===== config.mk =====
export PLATFORM = sky130hd
export DESIGN_NAME = booth_encode_seq
export DESIGN_NICKNAME = d
export VERILOG_FILES = /design/src/rtl/booth_encode_seq.sv
export SDC_FILE = /design/constraint.sdc
export NUM_CORES = 1
export LEC_CHECK = 0
export ABC_AREA = 0
export CORE_ASPECT_RATIO = 0.75
export CORE_MARGIN = 4
export CORE_UTILIZATION = 50
export CTS_BUF_LIST = sky130_fd_sc_hd__clkbuf_4
export DETAILED_ROUTE_END_ITERATION = 16
export DONT_BUFFER_PORTS = 1
export SLEW_MARGIN = 20
export SYNTH_ARGS = -nofsm -noshare
export SYNTH_HDL_FRONTEND = slang
export SYNTH_SLANG_ARGS = --single-unit

===== constraint.sdc =====
create_clock -name clk -period 1.9 [get_ports clk]
set_clock_uncertainty 0.2 [all_clocks]
set_input_delay 0.38 -clock clk [delete_from_list [all_inputs] [get_ports clk]]
set_output_delay 0.38 -clock clk [all_outputs]
set_load 0.05 [all_outputs]

===== src/rtl/booth_encode_seq.sv =====
// booth_encode_seq: sequential radix-8 Booth encoder, one 4-bit select window per beat, lowest first.
module booth_encode_seq #(
    parameter int DATA_WIDTH = 32,
    localparam int NUM_GRP = (DATA_WIDTH + 3) / 3,
    localparam int GRP_W = $clog2(NUM_GRP),
    localparam int SH_W = $clog2(3 * NUM_GRP)
) (
    input  logic                  clk,
    input  logic                  rst_n,
    input  logic                  in_valid,
    output logic                  in_ready,
    input  logic [DATA_WIDTH-1:0] b,
    input  logic                  is_signed,
    input  logic                  kill,
    output logic                  out_valid,
    input  logic                  out_ready,
    output logic [3:0]            sel,
    output logic [GRP_W-1:0]      grp_idx,
    output logic [SH_W-1:0]       shift,
    output logic                  pp_neg,
    output logic                  pp_zero,
    output logic                  last
);
    localparam int BX_W = 3 * NUM_GRP + 1;
    typedef enum logic {IDLE, ENC} state_t;
    state_t state, state_nxt;
    logic [BX_W-1:0] sr, bx_in;
    logic ext, ext_r, accept, xfer, adv;
    logic [3:0] sel_nxt;
    assign ext = is_signed & b[DATA_WIDTH-1];
    assign bx_in = {{(BX_W-DATA_WIDTH-1){ext}}, b, 1'b0};
    assign in_ready = (state == IDLE);
    assign out_valid = (state == ENC);
    assign accept = in_valid & in_ready;
    assign xfer = out_valid & out_ready;
    assign adv = xfer & ~last & ~kill;
    assign sel_nxt = accept ? bx_in[3:0] : sr[3:0];
    always_comb begin
        state_nxt = state;
        if (state == IDLE) begin
            if (accept) state_nxt = ENC;
        end else if (kill || (xfer && last)) begin
            state_nxt = IDLE;
        end
    end
    always_ff @(posedge clk or negedge rst_n) begin
        if (!rst_n) state <= IDLE;
        else state <= state_nxt;
    end
    // sr holds the windows still to be emitted; refill from the top with the sign/zero extension
    always_ff @(posedge clk or negedge rst_n) begin
        if (!rst_n) begin
            sr      <= '0;
            ext_r   <= 1'b0;
            sel     <= 4'h0;
            grp_idx <= '0;
            shift   <= '0;
            pp_neg  <= 1'b0;
            pp_zero <= 1'b1;
            last    <= 1'b0;
        end else if (accept || adv) begin
            sr      <= accept ? {{3{ext}}, bx_in[BX_W-1:3]} : {{3{ext_r}}, sr[BX_W-1:3]};
            ext_r   <= accept ? ext : ext_r;
            sel     <= sel_nxt;
            pp_neg  <= sel_nxt[3] & (sel_nxt != 4'hF);
            pp_zero <= (sel_nxt == 4'h0) || (sel_nxt == 4'hF);
            grp_idx <= accept ? '0 : grp_idx + 1'b1;
            shift   <= accept ? '0 : shift + SH_W'(3);
            last    <= accept ? (NUM_GRP == 1) : (grp_idx == GRP_W'(NUM_GRP - 2));
        end
    end
endmodule


==> Flow_metrics.wiki <==
{| class="wikitable"
! Metric !! Value
|-
| Chip width || 87.3 µm
|-
| Number of port buffers || 0
|-
| Leakage power summed over all cells || 1.29 nW
|-
| Vias/cell || approximately 5.4
|-
| Skew-Pair Late Insertion Delay || 0.36 ns
|-
| Top cells by area in the synthesized netlist || dfrtp_1, nand2_1, a31oi_1, nor2_1, a21oi_1
|-
| Cell type with the highest aggregate area in the netlist || dfrtp_1
|-
| CTS sink count || 50
|-
| Num CTS Buffers || 5
|-
| Yosys cell types || 35
|-
| Layout overhead on the synthesized area || 23.1%
|-
| WP data arrival || ~1.3 ns
|-
| Area of the core region || 4520 µm²
|-
| Flip-flop and latch count after synthesis || 50
|-
| Total power per unit cell area || 931 nW/µm²
|-
| Post-route ant nets || 0
|-
| Final setup violation count || 0
|-
| CP cell instances || buf_4 -> inv_1 -> buf_4
|-
| Via count of the first global-routing pass || between 1500 and 2000
|-
| Number of antenna violations at the first check in global routing || 0
|-
| Final hold violations || 0
|-
| Type of the most critical hold path || in2reg
|-
| Number of top-level pins || 57
|-
| VDD IR max || between 0.6 and 0.7 mV
|-
| Overall overflow remaining after global route || 0
|-
| Post-detailed-placement half-perimeter wirelength || between 3 and 4 mm
|-
| Post-synth EDFFs || 0
|-
| Clk buf depth || 2
|-
| Endpoint of the worst-slack reg-to-reg timing path || out_valid$_DFF_PN0_
|-
| Commonest cells after routing, fill and taps aside || nand2_1, dfrtp_1, nor2_1, a31oi_1, dlygate4sd3_1
|-
| Post-Synthesis Net Count || slightly above 300
|-
| CTS tree || built
|-
| Level count of the clock H-tree || 2
|-
| FFs w/ async S/R, synth || 1.00
|-
| Required time at the worst-slack endpoint || about 1.3 ns
|-
| Met2 track demand over resource || 0.284
|-
| Cell with the largest stage delay on the worst path || dfrtp_2
|-
| Path type of the worst setup path || reg2out
|-
| Final critical-path share of the clock period || 0.963
|-
| DR DRC count || 0
|-
| 1st-iter DRT viols || between 150 and 200
|-
| Reg-to-reg critical path startpoint || out_valid$_DFF_PN0_
|-
| Capturing element type of the critical path || primary output
|-
| Mapped cell area || between 2000 and 2500 µm²
|-
| Number of placed instances, taps included || roughly 320
|-
| Most frequent standard cell in the layout excluding fill and tap cells || nand2_1
|-
| Critical Path Source Type || register
|-
| Clk slew on worst S/H paths || around 0.15 ns
|-
| Overall Global Routing Usage || 0.187
|-
| Slew margin rel. || 0.646
|-
| Share of cells above drive strength 1 || 0.101
|-
| Result of the run || complete, no violations
|-
| Largest fanout on the critical path || 5
|-
| Slowest stage delay, CP || approximately 0.46 ns
|-
| Starting utilization of the core area || 0.521
|-
| Predominant post-synthesis flop cell || dfrtp_1
|-
| Crit path top cell by count || buf_4
|-
| Final-report max-slew violation count || 0
|-
| Power, Total || between 2 and 3 mW
|-
| Final net count || 348
|-
| Busiest metal layer after global routing || met2
|-
| Time the final worst path needs with I/O delays and setup || 1.83 ns
|-
| First-pass GRT wire length || around 8.6 mm
|-
| Final WL || 5.16 mm
|-
| Maximum Capacitance Violations || 0
|-
| Synthesized area divided by synthesized cell count || approximately 8.8 µm²
|-
| Die extent in y || slightly below 70 µm
|-
| Clock Tree Root || clkbuf_4
|-
| Worst Setup SP || out_valid$_DFF_PN0_
|-
| Setup slack, reg-to-reg || around 0.12 ns
|-
| Critical Path Sink || in_ready
|-
| Routed WL per cell || 14.1 µm
|-
| Worst Reg2Reg Path Length in Cells || 5
|-
| Number of standard cells in the final layout excluding fillers || 365
|-
| Total number of vias || between 1500 and 2000
|-
| Top cell type's share of synthesized area || 0.520
|-
| Maximum number of pins on one net before global-route repair || slightly above 50
|-
| Yosys warning total || 0
|-
| Max Freq || between 0.5 and 0.6 GHz
|-
| Router iterations before antenna repair || 4
|-
| Post-synthesis cell count || approximately 270
|-
| Met1 track demand over resource in global routing || 0.266
|-
| Met3 track utilization from global routing || 0.0415
|-
| Die area || around 5900 µm²
|-
| Diodes inserted || 0
|-
| Site Rows || 21
|-
| Sequential element share of the synthesized area || 0.532
|-
| Placer Congestion || approximately 0.74
|-
| Pin slew with the least headroom to its limit || roughly 0.53 ns
|}
-- final cells by class --
| type | instances | area [µm²] |
|---|---|---|
| well taps | 57 | 71.3 |
| inverters | 5 | 18.8 |
| clock inverters | 3 | 16.3 |
| repair buffers | 53 | 528 |
| clock buffers | 5 | 37.5 |
| fillers | 397 | 1620 |
| multi-input cells | 192 | 975 |
| flip-flops and latches | 50 | 1250 |
-- timing repair --
action / 4_1_cts / 5_1_grt
buffers inserted: 0 / 1
hold buffers: 35 / 0
resized for setup: 0 / 1
endpoints found under the setup margin: 0 / 2
endpoints found under the hold margin: 83 / 0
-- metrics by stage --
step / instance area (µm²) / utilization / setup TNS [ns] / hold slack, ns / setup WS [ns]
2_1_floorplan: 2360 / - / 0 / -0.116 / 0.0994
3_3_place_gp: 2470 / 0.547 / 0 / -0.114 / 0.251
3_5_place_dp: 2470 / 0.547 / 0 / -0.114 / 0.209
4_1_cts: 2890 / 0.640 / 0 / 0.000584 / 0.0149
5_1_grt: 2900 / 0.642 / -0.00455 / 0.0177 / -0.00455
6_report: 2900 / 0.642 / 0 / 0.0185 / 0.0701
-- cells by family (layout without fill, tap and decap cells) --
group	Yosys count	after routing	share of synthesized area
buf+inv	25	66	0.0568
flops	50	50	0.532
fa+ha+maj	3	3	0.0159
xor+xnor	1	1	0.00372
simple gates	129	129	0.233
compound gates	59	59	0.159
-- Yosys cell counts (2+ instances only) --
cell and count:
nand2_1 76, dfrtp_1 49, a21oi_1 12, or3_1 4, inv_1 5, o21ai_0 2
clkbuf_1 5, o21ai_1 4, a211oi_1 2, buf_6 2, buf_2 8, nor2_1 36
a31oi_1 34, nand3_1 2, buf_4 4, ha_1 3
-- state kept, by name (all words and copies together), names as in the netlist --
| signal | count |
|---|---|
| pp_zero | 1 |
| grp_idx | 4 |
| last | 1 |
| ext_r | 1 |
| shift | 6 |
| out_valid | 1 |
| sr | 32 |
| sel | 3 |
| pp_neg | 1 |
-- worst max-delay path: cells and delay by family (launching register included) --
kind / cells / cell delay (ns)
flip-flops: 1 / 0.46
buffers and inverters: 3 / 0.44
-- power breakdown --
group	leakage (nW)	switching, mW	internal (mW)	total (mW)
clock network	0.0303	0.324	0.139	0.463
logic	0.662	0.412	0.291	0.703
registers	0.593	0.249	1.29	1.53
-- routing by layer --
metal  wire length, µm  part of all wire
met5                 0                 0
met4                50            0.0097
met3               273             0.053
met2              2270              0.44
met1              2570              0.50
-- how the worst min path moves through the flow --
stage,start,end,slack [ns],cells after the start
detailed placement,rst_n,sr[2]$_DFFE_PN0P_,-0.11,0
global placement,rst_n,shift[5]$_DFFE_PN0P_,-0.11,0
global route,b[3],sr[1]$_DFFE_PN0P_,0.02,2
CTS,b[3],sr[1]$_DFFE_PN0P_,0.0006,2
finish,b[3],sr[1]$_DFFE_PN0P_,0.02,2
floorplan,rst_n,ext_r$_DFFE_PN0P_,-0.12,0
(Power assumes the default switching activity.)
